### config.mk
export PLATFORM = sky130hd
export DESIGN_NAME = ahb_slave_mem
export DESIGN_NICKNAME = d
export VERILOG_FILES = /design/src/rtl/ahb_slave_mem.sv
export SDC_FILE = /design/constraint.sdc
export NUM_CORES = 1
export LEC_CHECK = 0
export BUFFER_PORTS_ARGS = -buffer_cell sky130_fd_sc_hd__buf_2
export CAP_MARGIN = 5
export CORE_ASPECT_RATIO = 1.5
export CORE_MARGIN = 1.5
export CORE_UTILIZATION = 62
export DETAILED_ROUTE_END_ITERATION = 7
export PLACE_DENSITY = 0.84
export SYNTH_ARGS = -nofsm -noshare
export SYNTH_HDL_FRONTEND = slang
export SYNTH_SLANG_ARGS = --single-unit
### constraint.sdc
create_clock -name hclk -period 2.95 [get_ports hclk]
set_input_delay 0.4425 -clock hclk [delete_from_list [all_inputs] [get_ports hclk]]
set_output_delay 0.4425 -clock hclk [all_outputs]
set_load 0.1 [all_outputs]
### src/rtl/ahb_slave_mem.sv
// ahb_slave_mem: AHB-Lite responder backed by a small register-file memory.
// Address phase is decoded on accept (hsel & hready & htrans[1]); each
// in-range data phase is stretched by WAIT_STATES low-hreadyout cycles.
// Accesses above LIMIT_ADDR get a two-cycle ERROR response.
// Optional build macro: AHB_SLV_SUBWORD_EN (byte/halfword writes with
// alignment checking). Without it every access is a full-word access.
module ahb_slave_mem #(
    parameter int unsigned DEPTH       = 16,
    parameter int unsigned WAIT_STATES = 1,
    parameter logic [31:0] LIMIT_ADDR  = 32'h0000_003F
) (
    input  logic        hclk,
    input  logic        hresetn,
    input  logic        hsel,
    input  logic [31:0] haddr,
    input  logic [1:0]  htrans,
    input  logic        hwrite,
    input  logic [2:0]  hsize,
    input  logic [31:0] hwdata,
    input  logic        hready,
    output logic        hreadyout,
    output logic        hresp,
    output logic [31:0] hrdata
);

    localparam int unsigned AW = $clog2(DEPTH);

    typedef enum logic [2:0] {
        S_IDLE,
        S_WAIT,
        S_DATA,
        S_ERR1,
        S_ERR2
    } state_t;

    state_t          state;
    state_t          state_nxt;
    logic [2:0]      cnt;
    logic [2:0]      cnt_nxt;
    logic [AW-1:0]   idx_q;
    logic            write_q;
    logic [3:0]      be_q;
    logic [31:0]     mem [DEPTH];

    logic            can_start;
    logic            accept;
    logic            addr_bad;
    logic [3:0]      be_in;

    // A new address phase is only taken when no data phase is stalling.
    assign can_start = (state == S_IDLE) || (state == S_DATA) || (state == S_ERR2);
    assign accept    = hsel & hready & htrans[1] & can_start;

`ifdef AHB_SLV_SUBWORD_EN
    logic align_bad;

    // Lane enables and alignment check from hsize / low address bits.
    always_comb begin
        be_in     = 4'hF;
        align_bad = 1'b0;
        case (hsize)
            3'b000: begin
                be_in = 4'b0001 << haddr[1:0];
            end
            3'b001: begin
                be_in     = haddr[1] ? 4'b1100 : 4'b0011;
                align_bad = haddr[0];
            end
            3'b010: begin
                be_in     = 4'hF;
                align_bad = |haddr[1:0];
            end
            default: begin
                be_in     = 4'h0;
                align_bad = 1'b1;
            end
        endcase
    end

    assign addr_bad = (haddr > LIMIT_ADDR) || align_bad;
`else
    logic unused_bits;

    assign be_in       = 4'hF;
    assign addr_bad    = (haddr > LIMIT_ADDR);
    assign unused_bits = ^{hsize, haddr[1:0]};
`endif

    // State and wait-counter register.
    always_ff @(posedge hclk or negedge hresetn) begin
        if (!hresetn) begin
            state <= S_IDLE;
            cnt   <= '0;
        end else begin
            state <= state_nxt;
            cnt   <= cnt_nxt;
        end
    end

    // Next-state logic: accept from IDLE/DATA/ERR2, count down in WAIT.
    always_comb begin
        state_nxt = state;
        cnt_nxt   = cnt;
        case (state)
            S_IDLE, S_DATA, S_ERR2: begin
                if (accept) begin
                    if (addr_bad) begin
                        state_nxt = S_ERR1;
                    end else if (WAIT_STATES > 0) begin
                        state_nxt = S_WAIT;
                        cnt_nxt   = 3'(WAIT_STATES - 1);
                    end else begin
                        state_nxt = S_DATA;
                    end
                end else begin
                    state_nxt = S_IDLE;
                end
            end
            S_WAIT: begin
                if (cnt == '0) begin
                    state_nxt = S_DATA;
                end else begin
                    cnt_nxt = cnt - 3'd1;
                end
            end
            S_ERR1: begin
                state_nxt = S_ERR2;
            end
            default: begin
                state_nxt = S_IDLE;
            end
        endcase
    end

    // Address-phase capture on accept.
    always_ff @(posedge hclk or negedge hresetn) begin
        if (!hresetn) begin
            idx_q   <= '0;
            write_q <= 1'b0;
            be_q    <= '0;
        end else if (accept) begin
            idx_q   <= haddr[AW+1:2];
            write_q <= hwrite;
            be_q    <= be_in;
        end
    end

    // Memory: cleared on reset, written at the edge that ends a write DATA phase.
    always_ff @(posedge hclk or negedge hresetn) begin
        if (!hresetn) begin
            for (int unsigned i = 0; i < DEPTH; i++) begin
                mem[i] <= '0;
            end
        end else if ((state == S_DATA) && write_q) begin
            for (int unsigned b = 0; b < 4; b++) begin
                if (be_q[b]) begin
                    mem[idx_q][8*b +: 8] <= hwdata[8*b +: 8];
                end
            end
        end
    end

    // Response outputs decoded from the registered state.
    always_comb begin
        hreadyout = 1'b1;
        hresp     = 1'b0;
        hrdata    = '0;
        case (state)
            S_WAIT: hreadyout = 1'b0;
            S_DATA: begin
                if (!write_q) begin
                    hrdata = mem[idx_q];
                end
            end
            S_ERR1: begin
                hreadyout = 1'b0;
                hresp     = 1'b1;
            end
            S_ERR2: hresp = 1'b1;
            default: begin
                hreadyout = 1'b1;
            end
        endcase
    end

endmodule
# Word-level counts from Yosys, hierarchy flattened

Index checks and enable logic that the tools add are counted.

Flip-flop bits (word level): 524
Output and inout bits: 34
Input bits: 74
Logic and storage cells: 82

Reduce and logical (&&, ||, !) cells: 11
Add/subtract/negate cells: 1
Multiplexer cells: 34
Bitwise gates (word level): 4
Magnitude comparators: 3
Equality and inequality tests: 8

Operators by type and width:

| operator            | number |
|---|---|
| $mux 512            | 7 |
| $bwmux 512          | 4 |
| $demux 32 s4        | 4 |
| $mux 32             | 5 |
| $bmux 32 s4         | 1 |
| $gt 32x6->1 const B | 1 |
| $mux 24             | 1 |
| $mux 16             | 1 |
| $mux 3              | 5 |
| $pmux 3 s3          | 1 |
| $mux 8              | 1 |
| $ne 2x2->1 const B  | 4 |
| $eq 3x2->1 const B  | 2 |
| $logic_not 3->1     | 2 |
| $pmux 3 s2          | 1 |
| $ge 5x5->1 const B  | 1 |
| $lt 5x1->1 const B  | 1 |
| $not 4->5           | 1 |
| $reduce_and 4->1    | 1 |
| $reduce_or 2->1     | 2 |
| $and 1x1->1         | 3 |
| $eq 3x1->1 const B  | 1 |
| $eq 3x3->1 const B  | 1 |
| $reduce_or 3->1     | 1 |
| other kinds (6)     | 9 |

# Logic depth before layout (Yosys ltp)

Word-level depth: 16
Gate-level depth with buffers: 7
Depth with buffers taken out: 6

# Worst setup path after synthesis

OpenSTA, ideal clock, no wires.

Kind: flip-flop to output port
Start point: register idx_q[0]
End point: output hrdata[21]
Stages on the path, launching flop included: 7
Path buffers: 3
Data required time: 2508 ps
Arrival: 2486 ps
Slack: 21 ps
Cells stage by stage: dfrtp_1 -> buf_2 -> buf_2 -> buf_1 -> mux4_2 -> a22oi_1 -> nand2_1

Word-level cells in the longest chain between the ends: 6

Ends and longest elaborated chain:

| element                                     | RTL line | source |
|---|---|---|
| start: declaration                          | 40       | `logic [AW-1:0] idx_q;` |
| start signal: assignment                    | 142      | `idx_q <= haddr[AW+1:2];` |
| $not 4->5 (implied by the code)             | 172      | `hrdata = mem[idx_q];` |
| $bmux 32 s4                                 | 172      |  |
| $mux 32 (implied by the code) (2 in series) | 172      |  |
| $mux 32                                     | 171      | `if (!write_q) begin` |
| $mux 32                                     | 168      | `case (state)` |
| end: declaration                            | 23       | `output logic [31:0] hrdata` |

No other way between the ends. The select of a mux whose other input is x is not followed.

# Final worst setup path

Start point: register state[2]
End point: output hrdata[4]

Word-level cells in the longest chain between the ends: 2

Ends and longest elaborated chain:

| element                  | RTL line | source |
|---|---|---|
| start: declaration       | 36       | `state_t state;` |
| start signal: assignment | 95       | `state <= state_nxt;` |
| $eq 3x2->1               | 168      |  |
| $mux 32                  | 168      |  |

No other way between the ends.

==> metrics <==
slowest CP cell=or3b_4; crit-path leading delay family=simple AND/OR/NAND/NOR gates; worst path cell trace=or3b_4, nor4_4, buf_6, buf_12, a22oi_1, nand2_1, buf_12; power per cell area=between 1000 and 1500 nW/um^2; die height=roughly 240 um; CTS buffer count=between 40 and 50; Max VDD drop=~700 uV; leakage=12.1 nW; hold path endpoint=idx_q[3]; WHS Path Cells=2; status=complete, but fails checks; DRC=0; Core Util, Final=about three quarters; async set-reset flop share out of synthesis=100%; CTS tree=done; top cell type's share of synthesized area=between 50% and 60%; synthesized area=23900 um^2; largest net degree at the start of global routing=90; Slew headroom=between 30% and 40%; post-route minimum period=3.02 ns; Reg2Reg Launch Point=idx_q[2]; Sequential cell area=around 13000 um^2; Final Hold Vio Count=0; top layer in use=met4; layout cells sized above 1=57.3%; top post-synthesis cells by area=dfrtp_1 (55%), mux2_2 (17%), mux4_2 (12%); Met3 Wirelength=between 4000 and 5000 um; CTS sink cnt=around 520; Clk Latency, worst-skew pair=0.58 ns; worst min path class=in2reg; Initial Util=between 60% and 70%; port bufs=around 100; crit end category=output pin; hold path start=haddr[5]; metal2 WL=32500 um; number of cell rows=87; fillers=around 2000; failing checks=negative setup slack; violation count after the first detailed-route iteration=1238; Via density=6.82; crit path kind=reg2out; Cell variety after synth=35; vias in the first global route=approximately 16000; clk slew on worst S/H paths=0.06 ns; DIE AREA=approximately 40000 um^2; placed cells=2023; CP most frequent cell=buf_12; GPL Wtd Cong=around 0.75; Layout Cells excl Fill=2140; final antenna-violating net count=0; Post-Route Skew=between 0.01 and 0.015 ns; drt first pass iters=6; Total GRT Usage=approximately a third; total grt overflow=0; drt wl/cell=about 29 um; Clock Path Buffers=3; mean post-synth cell area=roughly 16 um^2; Max-Cap Viols=0; Multi-input gate area=10400 um^2; EDFF count, synth=0; Critical Path Max Stage Delay=around 0.48 ns; area grow syn2layout=16.7%; CP Max Fanout=15; FF+latch count, synth=about 520; Synth area leader=dfrtp_1; r2r endpoint=mem[176]; Slew Viols, Final=0; initial antenna violation count=1; Yosys warning count=0; final WL=around 63000 um; startpoint types=register; worst r2r path cells=4; RSZ-0062 raised after global routing=yes; Detailed Place HPWL=31700 um; Die X=roughly 160 um; total core area=approximately 38000 um^2; Setup WS post-layout=-0.0704 ns; Nets=approximately 1700; ys flop type=dfrtp_1; CTS Root Cell=clkbuf_16; Critical Path RT=2.51 ns; Post-Synthesis Cells=approximately 1500; sequential share of the synthesized area=a little over half; Buf+Inv Stages, Crit Path=3; Final setup viols=18; crit path DAT=2.58 ns; period utilization=102%; Worst-Margin Slew=0.929 ns; # IOs=between 100 and 150; M1 WL=~23000 um; H-tree depth=2; Max Freq=331 MHz; R2R Setup Slk=around 0.27 ns; Synth Net Count=roughly 1600; via count=between 10000 and 15000; global-route wire length before repair=around 97000 um; hold_ws=between 0.1 and 0.15 ns
[sequential cells by signal, summed over array words and instances (netlist names)]
signal	count
mem	512
idx_q	4
cnt	3
state	3
be_q	1
write_q	1
[cells by family (layout without fill, tap and decap cells)]
family                   after synthesis  after routing  synth area share, %
multiplexers                         608            608                 36.5
flip-flops                           524            524                 54.9
buffers and inverters                141            277                 2.79
AND/OR/NAND/NOR                      129            129                 2.68
AO/OA/AOI/OAI                        110            110                 3.04
adder cells (fa/ha/maj)                2              2                0.105
other                                  0              1                    0
[timing repair]
item                       4_1_cts  5_1_grt
cloned                          11        2
setup endpoints to repair       32       32
hold endpoints to repair        65        0
buffers inserted                19        2
gates resized for setup         64       34
pin swaps                       21       19
hold buffers                     1        0
[cells in the final DEF, fill, tap and decap left out, types with 4 or more instances in the layout]
master,synthesis,layout
or4_4,4,4
nor2_1,4,4
o21ai_0,40,40
buf_6,17,5
clkinv_2,0,7
clkbuf_1,95,13
nand2_1,82,58
nor4_1,8,6
mux2_4,112,112
inv_1,4,4
buf_12,0,49
mux4_2,128,128
buf_4,0,46
clkbuf_8,0,11
a22oi_1,64,24
dfrtp_1,524,520
a22oi_2,0,40
clkbuf_16,0,49
buf_2,7,68
nand2_2,0,24
buf_8,0,5
nand4_1,13,13
buf_16,0,11
mux2_2,368,368
[power breakdown]
part / internal (mW) / leakage (nW) / total [mW] / switching, mW
logic: 6.96 / 5.35 / 12.1 / 5.17
registers: 10.7 / 6.04 / 12.8 / 2.12
clock network: 3.31 / 0.733 / 6.01 / 2.70
total: 21.0 / 12.1 / 31.0 / 9.99
[cells in the mapped netlist (3+ instances only)]
master / n
nor3b_1: 3
nand2_1: 82
nand4_1: 13
mux2_4: 112
inv_1: 4
mux4_2: 128
o21ai_0: 40
a22oi_1: 64
nor2_1: 4
or4_4: 4
mux2_2: 368
clkbuf_1: 95
buf_6: 17
buf_1: 17
nor3_1: 3
dfrtp_1: 524
nor4_1: 8
buf_2: 7
[worst max path at each step]
stage	startpoint	endpoint	slack [ns]	cells after the start
after floorplan	idx_q[0]	hrdata[21]	0.02	6
after global placement	state[0]	hrdata[20]	0.28	6
after detailed placement	state[0]	hrdata[27]	0.24	6
after CTS	idx_q[0]	hrdata[26]	-0.04	6
after global routing	idx_q[0]	hrdata[16]	-0.09	7
final	state[2]	hrdata[4]	-0.07	7
[stage by stage]
step	setup WS, ns	TNS, ns	instance area (um^2)	total power [mW]
final	-0.0704	-0.362	27900	31.0
after global routing	-0.0904	-1.39	27900	32.2
after CTS	-0.0393	-0.277	27700	30.4
after detailed placement	0.239	0	25500	23.4
after global placement	0.278	0	25500	22.6
after floorplan	0.0215	0	23900	20.4
[worst register-to-register path, cell delays in order (launching register included)]
cell and delay, ns:
dfrtp_4 0.58, buf_4 0.24, or3b_2 0.47, or4_4 0.79, mux2_4 0.49
[area by class of cell]
type | count | area share, %
multi-input combinational | 849 | 37.4
inverter | 5 | 0.0673
sequential | 524 | 47.1
clock buffer | 71 | 4.94
clock inverter | 12 | 0.359
antenna | 1 | 0.00898
tap | 489 | 2.20
timing repair buffer | 189 | 7.99
[per-layer routing]
metal  track usage, %  up-vias
li1                 -     5863
met3             5.06      217
met1             41.8     7835
met5                0        -
met2             54.3      673
met4             16.4        0
Note: power is estimated with default switching activity, not from simulation.
